==> src/rtl/wb_commit_if.sv <==
// Write-back commit bus: the MEM/WB-stage write ports, the two GPR read ports
// and the architectural HI/LO/LLbit views.
interface wb_commit_if;
    logic [4:0]  wb_wd;
    logic        wb_wreg;
    logic [31:0] wb_wdata;
    logic [31:0] wb_hi;
    logic [31:0] wb_lo;
    logic        wb_whilo;
    logic        wb_LLbit_we;
    logic        wb_LLbit_value;
    logic        flush;
    logic        re1;
    logic [4:0]  raddr1;
    logic [31:0] rdata1;
    logic        re2;
    logic [4:0]  raddr2;
    logic [31:0] rdata2;
    logic [31:0] hi_o;
    logic [31:0] lo_o;
    logic        LLbit_o;

    modport master (
        output wb_wd, wb_wreg, wb_wdata, wb_hi, wb_lo, wb_whilo,
               wb_LLbit_we, wb_LLbit_value, flush, re1, raddr1, re2, raddr2,
        input  rdata1, rdata2, hi_o, lo_o, LLbit_o
    );

    modport slave (
        input  wb_wd, wb_wreg, wb_wdata, wb_hi, wb_lo, wb_whilo,
               wb_LLbit_we, wb_LLbit_value, flush, re1, raddr1, re2, raddr2,
        output rdata1, rdata2, hi_o, lo_o, LLbit_o
    );
endinterface

==> src/rtl/wb_commit.sv <==
// Architectural state commit: 32x32 GPR file with write-through read ports,
// HI/LO pair and the LL/SC link bit.
module wb_commit (
    input  logic        clk,
    input  logic        rst,
    wb_commit_if.slave  bus
);
    logic [31:0] r_gpr [0:31];
    logic [31:0] r_hi;
    logic [31:0] r_lo;
    logic        r_llbit;

    logic [31:0] w_rd1;
    logic [31:0] w_rd2;
    logic        w_llbit;

    // A write in flight to the addressed register wins over the stored copy.
    function automatic logic [31:0] read_port(
        input logic        rst_i,
        input logic        re,
        input logic [4:0]  addr,
        input logic        wreg,
        input logic [4:0]  wd,
        input logic [31:0] wdata,
        input logic [31:0] stored
    );
        logic [31:0] val;
        val = 32'h0;
        if (rst_i || !re || addr == 5'd0)
            val = 32'h0;
        else if (wreg && wd == addr)
            val = wdata;
        else
            val = stored;
        return val;
    endfunction

    always_ff @(posedge clk) begin
        if (rst) begin
            for (int i = 0; i < 32; i++)
                r_gpr[i] <= 32'h0;
            r_hi    <= 32'h0;
            r_lo    <= 32'h0;
            r_llbit <= 1'b0;
        end else begin
            if (bus.wb_wreg && bus.wb_wd != 5'd0)
                r_gpr[bus.wb_wd] <= bus.wb_wdata;
            if (bus.wb_whilo) begin
                r_hi <= bus.wb_hi;
                r_lo <= bus.wb_lo;
            end
            if (bus.flush)
                r_llbit <= 1'b0;
            else if (bus.wb_LLbit_we)
                r_llbit <= bus.wb_LLbit_value;
        end
    end

    always_comb begin
        w_rd1 = read_port(rst, bus.re1, bus.raddr1, bus.wb_wreg, bus.wb_wd,
                          bus.wb_wdata, r_gpr[bus.raddr1]);
        w_rd2 = read_port(rst, bus.re2, bus.raddr2, bus.wb_wreg, bus.wb_wd,
                          bus.wb_wdata, r_gpr[bus.raddr2]);
        w_llbit = r_llbit;
        if (rst || bus.flush)
            w_llbit = 1'b0;
        else if (bus.wb_LLbit_we)
            w_llbit = bus.wb_LLbit_value;
    end

    assign bus.rdata1  = w_rd1;
    assign bus.rdata2  = w_rd2;
    assign bus.hi_o    = r_hi;
    assign bus.lo_o    = r_lo;
    assign bus.LLbit_o = w_llbit;
endmodule

==> src/flat_wrapper.sv <==
// flat-port wrapper written by rule: the top's interface ports become plain ports
module wb_commit_flat 
  (clk, rst, bus_wb_wd, bus_wb_wreg, bus_wb_wdata, bus_wb_hi, bus_wb_lo, bus_wb_whilo, bus_wb_LLbit_we, bus_wb_LLbit_value, bus_flush, bus_re1, bus_raddr1, bus_re2, bus_raddr2, bus_rdata1, bus_rdata2, bus_hi_o, bus_lo_o, bus_LLbit_o);
  wb_commit_if bus_i ();
  input  logic clk;
  input  logic rst;
  input wire logic [$bits(bus_i.wb_wd)-1:0] bus_wb_wd;
  input wire logic [$bits(bus_i.wb_wreg)-1:0] bus_wb_wreg;
  input wire logic [$bits(bus_i.wb_wdata)-1:0] bus_wb_wdata;
  input wire logic [$bits(bus_i.wb_hi)-1:0] bus_wb_hi;
  input wire logic [$bits(bus_i.wb_lo)-1:0] bus_wb_lo;
  input wire logic [$bits(bus_i.wb_whilo)-1:0] bus_wb_whilo;
  input wire logic [$bits(bus_i.wb_LLbit_we)-1:0] bus_wb_LLbit_we;
  input wire logic [$bits(bus_i.wb_LLbit_value)-1:0] bus_wb_LLbit_value;
  input wire logic [$bits(bus_i.flush)-1:0] bus_flush;
  input wire logic [$bits(bus_i.re1)-1:0] bus_re1;
  input wire logic [$bits(bus_i.raddr1)-1:0] bus_raddr1;
  input wire logic [$bits(bus_i.re2)-1:0] bus_re2;
  input wire logic [$bits(bus_i.raddr2)-1:0] bus_raddr2;
  output wire logic [$bits(bus_i.rdata1)-1:0] bus_rdata1;
  output wire logic [$bits(bus_i.rdata2)-1:0] bus_rdata2;
  output wire logic [$bits(bus_i.hi_o)-1:0] bus_hi_o;
  output wire logic [$bits(bus_i.lo_o)-1:0] bus_lo_o;
  output wire logic [$bits(bus_i.LLbit_o)-1:0] bus_LLbit_o;
  assign bus_i.wb_wd = bus_wb_wd;
  assign bus_i.wb_wreg = bus_wb_wreg;
  assign bus_i.wb_wdata = bus_wb_wdata;
  assign bus_i.wb_hi = bus_wb_hi;
  assign bus_i.wb_lo = bus_wb_lo;
  assign bus_i.wb_whilo = bus_wb_whilo;
  assign bus_i.wb_LLbit_we = bus_wb_LLbit_we;
  assign bus_i.wb_LLbit_value = bus_wb_LLbit_value;
  assign bus_i.flush = bus_flush;
  assign bus_i.re1 = bus_re1;
  assign bus_i.raddr1 = bus_raddr1;
  assign bus_i.re2 = bus_re2;
  assign bus_i.raddr2 = bus_raddr2;
  assign bus_rdata1 = bus_i.rdata1;
  assign bus_rdata2 = bus_i.rdata2;
  assign bus_hi_o = bus_i.hi_o;
  assign bus_lo_o = bus_i.lo_o;
  assign bus_LLbit_o = bus_i.LLbit_o;
  wb_commit u_core (.clk(clk), .rst(rst), .bus(bus_i));
endmodule
==> config.mk <==
export PLATFORM = sky130hd
export DESIGN_NAME = wb_commit_flat
export DESIGN_NICKNAME = d
export VERILOG_FILES = /design/src/rtl/wb_commit_if.sv /design/src/rtl/wb_commit.sv /design/src/flat_wrapper.sv
export SDC_FILE = /design/constraint.sdc
export NUM_CORES = 2
export LEC_CHECK = 0
export BUFFER_PORTS_ARGS = -buffer_cell sky130_fd_sc_hd__buf_4
export CORE_MARGIN = 3
export CORE_UTILIZATION = 60
export CTS_BUF_LIST = sky130_fd_sc_hd__clkbuf_4 sky130_fd_sc_hd__clkbuf_8
export DETAILED_ROUTE_END_ITERATION = 12
export GPL_TIMING_DRIVEN = 0
export HOLD_SLACK_MARGIN = 0.12
export PLACE_DENSITY = 0.78
export REMOVE_ABC_BUFFERS = 1
export SYNTH_ARGS = -nofsm -noshare
export SYNTH_HDL_FRONTEND = slang
export SYNTH_SLANG_ARGS = --single-unit
==> constraint.sdc <==
create_clock -name clk -period 2.1 [get_ports clk]
set_input_delay 0 -clock clk [delete_from_list [all_inputs] [get_ports clk]]
set_output_delay 0 -clock clk [all_outputs]
set_load 0.02 [all_outputs]
==> run_summary.xml <==
<?xml version="1.0" encoding="UTF-8"?>
<metrics>
  <group name="status">
    <metric name="run_status" unit="">finished, violations left</metric>
    <metric name="failed_checks" unit="">negative setup slack</metric>
  </group>
  <group name="floorplanning">
    <metric name="floorplan.io_pins" unit="">249</metric>
    <metric name="start_util" unit="%">61.1</metric>
    <metric name="die-area" unit="mm²">0.0997</metric>
    <metric name="y_dimension_of_the_die" unit="µm">316</metric>
    <metric name="floorplan.core_area" unit="mm²">0.0942</metric>
    <metric name="chipWidth" unit="µm">316</metric>
    <metric name="floorplan.rows" unit="">112</metric>
  </group>
  <group name="drt">
    <metric name="detail_route.iter0.violations" unit="">9311</metric>
    <metric name="drt-wirelength-per-cell" unit="µm">38.6</metric>
    <metric name="route.vias.total" unit="">45400</metric>
    <metric name="final_antenna_net_count" unit="">0</metric>
    <metric name="vias_per_cell" unit="">7.41</metric>
    <metric name="detailedRoute.firstPassIterationCount" unit="">8</metric>
    <metric name="route.detailed.drc" unit="">0</metric>
    <metric name="drt-total-wl" unit="mm">237</metric>
  </group>
  <group name="layout">
    <metric name="final_layout_size_suffix_gt1_share" unit="%">29.6</metric>
    <metric name="layout.core_utilization" unit="%">76.3</metric>
    <metric name="fin_nets" unit="">4831</metric>
    <metric name="layout.cell_area.non_filler" unit="mm²">0.0719</metric>
    <metric name="syn2layout_area_growth" unit="%">24.9</metric>
  </group>
  <group name="yosys">
    <metric name="netlist.area_leader.share" unit="%">53.4</metric>
    <metric name="synthTopCellsByArea" unit="">sky130_fd_sc_hd__edfxtp_1, sky130_fd_sc_hd__mux4_2, sky130_fd_sc_hd__and2_1</metric>
    <metric name="syn_inst" unit="">4087</metric>
    <metric name="synth_enable_flop_cells" unit="">1024</metric>
    <metric name="yosysUniqueCellTypes" unit="">47</metric>
    <metric name="yosys_warnings" unit="">0</metric>
    <metric name="yosys_most_used_dff" unit="">sky130_fd_sc_hd__edfxtp_1</metric>
    <metric name="postSynthRegisterBits" unit="">1089</metric>
    <metric name="seq_area_frac_synth" unit="%">55.7</metric>
    <metric name="post-synth-top-area-cell" unit="">sky130_fd_sc_hd__edfxtp_1</metric>
    <metric name="synth.cell_area" unit="mm²">0.0575</metric>
    <metric name="post_synthesis_area_per_instance" unit="µm²">14.1</metric>
    <metric name="synth_async_sr_flop_share" unit="%">0</metric>
  </group>
  <group name="pwr">
    <metric name="share_clk_of_total_power" unit="%">35.4</metric>
    <metric name="net-switching-power" unit="W">0.0148</metric>
    <metric name="pwr_density_cell" unit="mW/mm²">739</metric>
    <metric name="cellLeakagePower" unit="nW">26.8</metric>
    <metric name="power.sequential.fraction" unit="%">48.3</metric>
    <metric name="switching_share" unit="%">27.8</metric>
    <metric name="largest_vdd_supply_drop" unit="mV">0.654</metric>
    <metric name="comb_power_share" unit="%">16.3</metric>
    <metric name="cell_internal_pwr" unit="W">0.0383</metric>
  </group>
  <group name="placed_design">
    <metric name="dpl-instance-area" unit="mm²">0.0611</metric>
    <metric name="finalWeightedCongestion" unit="">0.844</metric>
    <metric name="place_hpwl" unit="mm">114</metric>
    <metric name="buffer_ports.inserted" unit="">248</metric>
  </group>
  <group name="setup_path">
    <metric name="worstPathArrival" unit="ns">3.21</metric>
    <metric name="worstPathMaxFanout" unit="">68</metric>
    <metric name="endpoint_type_of_the_worst_setup_path" unit="">output port</metric>
    <metric name="cp_data_required_time" unit="ns">2.10</metric>
    <metric name="worst-setup-path-type" unit="">primary input to output port</metric>
    <metric name="critical_path.reg2reg.startpoint" unit="">u_core.bus.hi_o[20]</metric>
    <metric name="reg2reg_slack" unit="ns">-0.03</metric>
    <metric name="ff2ff_path_depth" unit="">4</metric>
    <metric name="timing.critical_path.from_type" unit="">primary input</metric>
    <metric name="r2r_end" unit="">u_core.bus.hi_o[20]</metric>
  </group>
  <group name="clock_network">
    <metric name="tritoncts_clock_tree" unit="">yes</metric>
    <metric name="htree_num_levels" unit="">4</metric>
    <metric name="worst_skew_pair_latency" unit="ns">0.87</metric>
    <metric name="clk_path_buf_depth" unit="">3</metric>
    <metric name="cts-root-buf" unit="">sky130_fd_sc_hd__clkbuf_8</metric>
    <metric name="cts.sink_count" unit="">1089</metric>
    <metric name="worst_path_clk_slew" unit="ns">0.07</metric>
    <metric name="cts_buffers" unit="">176</metric>
  </group>
  <group name="worst_hold_path">
    <metric name="timing.hold.worst_endpoint" unit="">u_core.r_gpr[18][15]</metric>
    <metric name="hold_start" unit="">bus_wb_wd[4]</metric>
    <metric name="worst_hold_path.num_cells" unit="">4</metric>
    <metric name="hold_path.class" unit="">primary input to register</metric>
  </group>
  <group name="timing">
    <metric name="finalCritPeriodShare" unit="%">153</metric>
    <metric name="hold_violations" unit="">0</metric>
    <metric name="worstMarginPinSlew" unit="ns">1.17</metric>
    <metric name="timing.final.crit_period" unit="ns">3.21</metric>
    <metric name="setup_viol" unit="">167</metric>
    <metric name="setup_repair_after_global_routing_missed_its_margin" unit="">true</metric>
    <metric name="worst_relative_slew_slack" unit="%">21.4</metric>
    <metric name="clock_skew" unit="ns">0</metric>
    <metric name="timing.final.max_slew_violations" unit="">0</metric>
    <metric name="max_freq" unit="MHz">312</metric>
    <metric name="setup_ws" unit="ns">-1.11</metric>
    <metric name="finalSetupTns" unit="ns">-52.90</metric>
  </group>
  <group name="grt">
    <metric name="grt_pass1_vias" unit="">43700</metric>
    <metric name="number_of_antenna_violations_at_the_first_check_in_global_routing" unit="">30</metric>
    <metric name="global_route_usage_over_all_layers" unit="%">45.3</metric>
    <metric name="gr-total-overflow" unit="">0</metric>
    <metric name="grt_max_degree" unit="">95</metric>
    <metric name="first_pass_grt_wire_length" unit="mm">315</metric>
  </group>
  <group name="job">
    <metric name="max-cap-violations" unit="">0</metric>
  </group>
</metrics>
[sequential cells by signal (all words and copies together), names as in the netlist]
| signal | cells |
|---|---|
| u_core.r_gpr | 1024 |
| u_core.bus.hi_o | 32 |
| u_core.bus.lo_o | 32 |
| u_core.r_llbit | 1 |
[layer usage]
metal	vias up	global-route usage, %	wire length (µm)
met1	21900	54.7	71700
li1	16900	-	-
met4	28	30.3	21700
met2	5178	64.2	98700
met3	1397	22.4	44000
met5	-	0.0967	603
[placed cells by master (no fill, tap or decap), drive strengths merged, types with 60 or more instances in the layout]
cell type	instances
mux4	347
dlygate4sd3	309
mux2i	426
dfxtp	65
a22oi	122
a21oi	60
edfxtp	1024
or2	65
clkbuf	259
nor2	141
and2	996
buf	496
[through the flow]
step           setup slack, ns  instances  power (W)  hold slack, ns
2_1_floorplan            -1.35       3683     0.0289          0.0724
3_3_place_gp             -9.55       5185     0.0322           0.171
3_5_place_dp             -2.16       5251     0.0323           0.174
4_1_cts                 -0.883       5988     0.0514           0.133
5_1_grt                  -1.14       6117     0.0539           0.147
6_report                 -1.11       6125     0.0531           0.154
[kinds of logic after synthesis]
group / count (synthesis) / share of synthesized area (%)
AO/OA/AOI/OAI: 442 / 5.88
AND/OR/NAND/NOR: 1314 / 13.5
buffers and inverters: 436 / 3.35
other: 1 / 0.00652
multiplexers: 795 / 21.4
flip-flops: 1089 / 55.7
XOR/XNOR: 10 / 0.152
[synth_stat cells, drive strengths merged (19+ instances only)]
master	number
a211oi	41
a21oi	60
a221o	19
a22o	24
a22oi	122
a32o	40
and2	996
buf	135
clkbuf	300
dfxtp	65
edfxtp	1024
mux2	22
mux2i	426
mux4	347
nand2	43
nand2b	36
nand3	26
nor2	139
o211ai	20
o221ai	43
o22ai	41
or2	34
[critical path, cell delays in order]
cell and delay, ns:
sky130_fd_sc_hd__buf_8 0.44, sky130_fd_sc_hd__or2_4 0.42, sky130_fd_sc_hd__buf_16 0.21, sky130_fd_sc_hd__nor4_2 0.09, sky130_fd_sc_hd__nor2_1 0.27, sky130_fd_sc_hd__nand2_2 0.48, sky130_fd_sc_hd__o41ai_4 0.92, sky130_fd_sc_hd__buf_4 0.28
[power groups by stage]
stage | combinational (W) | clock [W] | sequential (W)
final | 0.00863 | 0.0188 | 0.0256
after global placement | 0.00630 | 0 | 0.0259
after floorplan | 0.00308 | 0 | 0.0258
after detailed placement | 0.00632 | 0 | 0.0260
after global routing | 0.00864 | 0.0195 | 0.0257
after CTS | 0.00753 | 0.0183 | 0.0255
[worst max-delay path by stage]
stage / endpoint / slack, ns / from / depth (start not counted)
detailed placement: u_core.r_gpr[3][21] / -2.16 / rst / 6
CTS: bus_rdata2[28] / -0.88 / u_core.r_gpr[25][28] / 5
floorplan: bus_rdata2[10] / -1.35 / bus_raddr2[2] / 4
global route: bus_rdata1[19] / -1.14 / bus_raddr1[4] / 8
global placement: bus_rdata2[25] / -9.55 / bus_raddr2[0] / 7
finish: bus_rdata1[19] / -1.11 / bus_raddr1[4] / 8
[area by class of cell]
type | count | area [µm²]
tap | 1254 | 1570
fill | 5107 | 22300
inverter | 1 | 8.76
multi-input combinational | 2629 | 25500
sequential | 1089 | 32100
timing repair buffer | 814 | 9210
antenna | 16 | 40.0
clock buffer | 255 | 3100
clock inverter | 67 | 378
[repair_timing]
item | 4_1_cts | 5_1_grt
setup buffers | 79 | 100
setup endpoints to repair | 1079 | 1147
hold buffers | 311 | 3
gates resized for setup | 271 | 87
pin swaps | 100 | 71
endpoints found under the hold margin | 1152 | 136
gates cloned | 25 | 19
Power figures use the tool's default switching activity.
